$ cat src/rtl/bg_pixel_fifo_if.sv
// Fetcher-to-FIFO push bus plus the FIFO's pixel stream toward the mixer.
// The fetcher side (or a bench) uses master and the FIFO uses slave.
interface bg_pixel_fifo_if #(
   parameter int X_MAX = 160
);
   localparam int XW = $clog2(X_MAX);

   // Handshake: valid_pixels_in is a level strobe. A row is taken only on a
   // tclk_in edge where empty_out is high. pixel_valid_out is a one-clock
   // pulse with no back-pressure from the consumer.
   logic                valid_pixels_in;
   logic [7:0][1:0]     pixels_in;
   logic                empty_out;
   logic                pixel_valid_out;
   logic [1:0]          pixel_out;
   logic [XW-1:0]       pixel_x_out;
   logic                line_done_out;

   modport master (
      output valid_pixels_in,
      output pixels_in,
      input  empty_out,
      input  pixel_valid_out,
      input  pixel_out,
      input  pixel_x_out,
      input  line_done_out
   );

   modport slave (
      input  valid_pixels_in,
      input  pixels_in,
      output empty_out,
      output pixel_valid_out,
      output pixel_out,
      output pixel_x_out,
      output line_done_out
   );
endinterface

$ cat src/rtl/bg_pixel_fifo.sv
// Background pixel FIFO: takes 8-pixel tile rows, shifts one colour index per
// T-cycle, discards SCX fine-scroll pixels at line start and stops at X_MAX.
module bg_pixel_fifo #(
   parameter int X_MAX = 160
) (
   input  logic               clk_in,
   input  logic               rst_n_in,
   input  logic               tclk_in,
   input  logic               line_start_in,
   input  logic [7:0]         SCX_in,
   input  logic               window_flush_in,
   input  logic               stall_in,
   bg_pixel_fifo_if.slave     fifo_if
);
   localparam int XW = $clog2(X_MAX);
   localparam logic [XW-1:0] X_LAST = XW'(X_MAX - 1);

   logic [7:0][1:0] store_q, store_d;
   logic [3:0]      count_q, count_d;
   logic [2:0]      discard_q, discard_d;
   logic [XW-1:0]   x_q, x_d;
   logic            done_q, done_d;
   logic            pv_q, pv_d;
   logic [1:0]      pix_q, pix_d;
   logic [XW-1:0]   pix_x_q, pix_x_d;

   logic            do_push;
   logic            do_pop;
   logic            unused_scx;

   assign unused_scx = ^SCX_in[7:3];

   // A push needs an empty FIFO, so push and pop are mutually exclusive.
   assign do_push = tclk_in && fifo_if.valid_pixels_in && (count_q == 4'd0);
   assign do_pop  = tclk_in && (count_q != 4'd0) && !stall_in && !done_q;

   always_comb begin
      store_d   = store_q;
      count_d   = count_q;
      discard_d = discard_q;
      x_d       = x_q;
      done_d    = done_q;
      pv_d      = 1'b0;
      pix_d     = pix_q;
      pix_x_d   = pix_x_q;

      if (line_start_in) begin
         count_d   = 4'd0;
         x_d       = '0;
         discard_d = SCX_in[2:0];
         done_d    = 1'b0;
      end else if (window_flush_in) begin
         count_d = 4'd0;
      end else if (do_push) begin
         store_d = fifo_if.pixels_in;
         count_d = 4'd8;
      end else if (do_pop) begin
         for (int i = 0; i < 7; i++) begin
            store_d[i] = store_q[i+1];
         end
         store_d[7] = 2'd0;
         count_d    = count_q - 4'd1;
         if (discard_q != 3'd0) begin
            discard_d = discard_q - 3'd1;
         end else begin
            pv_d    = 1'b1;
            pix_d   = store_q[0];
            pix_x_d = x_q;
            // x holds at the last column; done_q blocks further pops anyway.
            if (x_q == X_LAST) begin
               done_d = 1'b1;
            end else begin
               x_d = x_q + 1'b1;
            end
         end
      end
   end

   always_ff @(posedge clk_in or negedge rst_n_in) begin
      if (!rst_n_in) begin
         store_q   <= '0;
         count_q   <= 4'd0;
         discard_q <= 3'd0;
         x_q       <= '0;
         done_q    <= 1'b0;
         pv_q      <= 1'b0;
         pix_q     <= 2'd0;
         pix_x_q   <= '0;
      end else begin
         store_q   <= store_d;
         count_q   <= count_d;
         discard_q <= discard_d;
         x_q       <= x_d;
         done_q    <= done_d;
         pv_q      <= pv_d;
         pix_q     <= pix_d;
         pix_x_q   <= pix_x_d;
      end
   end

   assign fifo_if.empty_out       = (count_q == 4'd0);
   assign fifo_if.pixel_valid_out = pv_q;
   assign fifo_if.pixel_out       = pix_q;
   assign fifo_if.pixel_x_out     = pix_x_q;
   assign fifo_if.line_done_out   = done_q;
endmodule

$ cat src/flat_wrapper.sv
// flat-port wrapper written by rule: the top's interface ports become plain ports
module bg_pixel_fifo_flat 
#(
   parameter int X_MAX = 160
)
  (clk_in, rst_n_in, tclk_in, line_start_in, SCX_in, window_flush_in, stall_in, fifo_if_valid_pixels_in, fifo_if_pixels_in, fifo_if_empty_out, fifo_if_pixel_valid_out, fifo_if_pixel_out, fifo_if_pixel_x_out, fifo_if_line_done_out);
  bg_pixel_fifo_if #(.X_MAX(X_MAX)) fifo_if_i ();
  input  logic clk_in;
  input  logic rst_n_in;
  input  logic tclk_in;
  input  logic line_start_in;
  input  logic [7:0] SCX_in;
  input  logic window_flush_in;
  input  logic stall_in;
  input wire logic [$bits(fifo_if_i.valid_pixels_in)-1:0] fifo_if_valid_pixels_in;
  input wire logic [$bits(fifo_if_i.pixels_in)-1:0] fifo_if_pixels_in;
  output wire logic [$bits(fifo_if_i.empty_out)-1:0] fifo_if_empty_out;
  output wire logic [$bits(fifo_if_i.pixel_valid_out)-1:0] fifo_if_pixel_valid_out;
  output wire logic [$bits(fifo_if_i.pixel_out)-1:0] fifo_if_pixel_out;
  output wire logic [$bits(fifo_if_i.pixel_x_out)-1:0] fifo_if_pixel_x_out;
  output wire logic [$bits(fifo_if_i.line_done_out)-1:0] fifo_if_line_done_out;
  assign fifo_if_i.valid_pixels_in = fifo_if_valid_pixels_in;
  assign fifo_if_i.pixels_in = fifo_if_pixels_in;
  assign fifo_if_empty_out = fifo_if_i.empty_out;
  assign fifo_if_pixel_valid_out = fifo_if_i.pixel_valid_out;
  assign fifo_if_pixel_out = fifo_if_i.pixel_out;
  assign fifo_if_pixel_x_out = fifo_if_i.pixel_x_out;
  assign fifo_if_line_done_out = fifo_if_i.line_done_out;
  bg_pixel_fifo #(.X_MAX(X_MAX)) u_core (.clk_in(clk_in), .rst_n_in(rst_n_in), .tclk_in(tclk_in), .line_start_in(line_start_in), .SCX_in(SCX_in), .window_flush_in(window_flush_in), .stall_in(stall_in), .fifo_if(fifo_if_i));
endmodule
$ cat config.mk
export PLATFORM = sky130hd
export DESIGN_NAME = bg_pixel_fifo_flat
export DESIGN_NICKNAME = d
export VERILOG_FILES = /design/src/rtl/bg_pixel_fifo_if.sv /design/src/rtl/bg_pixel_fifo.sv /design/src/flat_wrapper.sv
export SDC_FILE = /design/constraint.sdc
export NUM_CORES = 1
export LEC_CHECK = 0
export ABC_AREA = 1
export BUFFER_PORTS_ARGS = -buffer_cell sky130_fd_sc_hd__buf_2
export CAP_MARGIN = 20
export CORE_ASPECT_RATIO = 0.75
export CORE_UTILIZATION = 59
export DETAILED_ROUTE_END_ITERATION = 6
export PLACE_DENSITY = 0.91
export RECOVER_POWER = 25
export SLEW_MARGIN = 20
export SYNTH_ARGS = -nofsm -noshare
export SYNTH_HDL_FRONTEND = slang
export SYNTH_SLANG_ARGS = --single-unit
$ cat constraint.sdc
create_clock -name clk_in -period 2.2 [get_ports clk_in]
set_input_delay 0.22 -clock clk_in [delete_from_list [all_inputs] [get_ports clk_in]]
set_output_delay 0.22 -clock clk_in [all_outputs]
set_load 0.01 [all_outputs]
==> results_dict.tcl <==
set metrics [dict create \
    status "finished, final reports clean" \
    antenna_cells 0 \
    rsz0062_at_grt "no" \
    routedWlPerCell_um 12.4 \
    synth_area_leaders "dfrtp_1, nand2_1, inv_1, nand3_1, o21ai_0" \
    synth_edf_count 0 \
    antenna_found_initial 0 \
    cts_tree "done" \
    grt_use_total_pct 26.5 \
    place.gp.congestion 0.825 \
    clkSlewWorstSetupHoldPaths_ns 0.08 \
    synth_area_leader_cell "dfrtp_1" \
    route.met3.wl_um 214 \
    fin_crit_ns 1.78 \
    setup.worst_path.start "u_core.count_q[0]$_DFFE_PN0P_" \
    max_freq_mhz 561 \
    power_density_nw_per_um2 725 \
    initial_core_util_pct 62.6 \
    fin_area_um2 2670 \
    htreeDepth 2 \
    wl_met1_um 2160 \
    ant_nets 0 \
    vias 1973 \
    grt_pass1_vias 1891 \
    synth_area_um2 2320 \
    vias_per_cell 5.16 \
    clk_path_buf_depth 2 \
    clock_latency_ns 0.29 \
    die_area_um2 4190 \
    required_ns 2.34 \
    nNetsFinal 365 \
    cts_buffers 5 \
    start_kind "register" \
    maxCapViolCount 0 \
    hold_start "fifo_if_pixels_in[14]" \
    timing.clock.skew_ns 0.00540 \
    num_rows 19 \
    finalWirelength_um 4750 \
    die_h_um 56.3 \
    seq_area_frac_synth_pct 46.3 \
    ys_ff_latch 43 \
    layout_commonest_cell "nand2_1" \
    min_path_type "input port to register" \
    regToRegStartpoint "u_core.count_q[0]$_DFFE_PN0P_" \
    hold_viol_final 0 \
    yosys.area.top_type_share_pct 46.3 \
    cp_max_fo 30 \
    top_layer "met4" \
    detail_route.first_pass.iterations 4 \
    synth_fp_nets 326 \
    io_pins 44 \
    placed_cells 373 \
    dr_wl_met2_um 2320 \
    post_dp_cell_area_um2 2530 \
    peakVddDrop_mv 0.418 \
    r2r_slack_ns 0.42 \
    ys_async_sr_fraction_pct 100 \
    drc 0 \
    cp.arrival_ns 1.93 \
    synth_area_per_cell_um2 8.01 \
    synth_ff_type "dfrtp_1" \
    grt.overflow.total 0 \
    hpwl_um 3330 \
    final_cell_mix "nand2_1, inv_1, dfrtp_1" \
    fin_crit_sh_pct 81.0 \
    drive_gt1_share_pct 20.0 \
    cts_root_buf "clkbuf_8" \
    power_leakage_nw 1.40 \
    worstSetupEndpointType "register" \
    postCtsSetupBuffers 0 \
    synth.distinct_cells 26 \
    worst_pin_slew_ns 1.06 \
    final_util_pct 72.0 \
    final-max-slew-violation-count 0 \
    layoutNonFillerInstCount 382 \
    grt_max_degree 31 \
    port_buffers 38 \
    synthCells 290 \
    fp.coreArea_um2 3710 \
    die_x_um 74.4 \
    setup_viol 0 \
    drtIter0Drc 149 \
    syn_to_final_growth_pct 15.0 \
    grt_pass1_wl_um 8400 \
    setup-tns-final_ns 0 \
    path_class "register to register" \
    yosys_warnings 0 \
    relSlewSlack_pct 29.4 \
    clock-sinks 43 \
]
cell families (layout without fill, tap and decap cells):
family,count (synthesis),count (layout),synth area share [%]
flip-flops,43,43,46.3
XOR/XNOR,4,4,1.51
adder cells (fa/ha/maj),5,5,2.69
AND/OR/NAND/NOR,136,136,27.9
buffers and inverters,55,95,10.1
AO/OA/AOI/OAI,47,47,11.5
Yosys cell counts (3+ instances only):
library cell,number
a21oi_1,4
nand2_2,3
o21ai_1,11
nor2_1,4
nor2_2,4
buf_2,4
buf_4,4
xor2_1,4
o21ai_2,8
inv_1,45
nand3_1,32
nand4_1,4
nand2_1,78
ha_1,5
dfrtp_1,43
o21ai_0,23
timing repair:
item                                   4_1_cts  5_1_grt
endpoints found under the hold margin       19        0
hold buffers                                 1        0
gates resized for setup                      0        0
worst paths after layout:
path | cells past startpoint | endpoint
min reg2reg | 2 | u_core.fifo_if.pixel_x_out[5]$_DFFE_PN0P_
max in group asynchronous | 3 | u_core.fifo_if.pixel_valid_out$_DFF_PN0_
min | 3 | u_core.store_q[14]$_DFFE_PN0P_
max | 7 | u_core.store_q[15]$_DFFE_PN0P_
max reg2reg | 7 | u_core.store_q[15]$_DFFE_PN0P_
min in group asynchronous | 2 | u_core.count_q[1]$_DFFE_PN0P_
routing by layer:
metal | vias up | track usage [%]
li1 | 999 | -
met1 | 915 | 36.3
met2 | 53 | 41.1
met3 | 6 | 5.92
met4 | 0 | 9.97
met5 | - | 0
power breakdown:
group          switching, mW  internal [mW]  total (mW)
combinational          0.190          0.114       0.304
sequential            0.0318          0.887       0.918
clock                  0.261          0.454       0.715
critical path: stages (launching register included):
cell and delay, ns:
dfrtp_1 0.39, inv_1 0.12, ha_1 0.23, nand2_4 0.12, nor2_4 0.10, nand2_1 0.08
nand2_2 0.40, o21ai_0 0.19
final cells by class:
class | count | area, um^2
flip-flops and latches | 43 | 1080
fillers | 300 | 1040
multi-input cells | 192 | 1010
repair buffers | 42 | 215
inverters | 45 | 169
clock buffers | 6 | 72.6
well taps | 52 | 65.1
clock inverters | 2 | 60.1
stage by stage:
stage                     setup WS [ns]  power, mW  hold slack (ns)
after floorplan                   0.747       1.14          -0.0756
after CTS                         0.413       1.95            0.176
after global placement            0.531       1.21            0.185
after global routing              0.279       2.05            0.194
final                             0.417       1.94            0.179
after detailed placement          0.488       1.23            0.185
registers in the layout (all words and copies together) (netlist names):
signal,count
u_core.fifo_if.pixel_out,2
u_core.fifo_if.pixel_valid_out,1
u_core.count_q,4
u_core.fifo_if.line_done_out,1
u_core.discard_q,3
u_core.store_q,16
u_core.x_q,8
u_core.fifo_if.pixel_x_out,8
(Power assumes the default switching activity.)
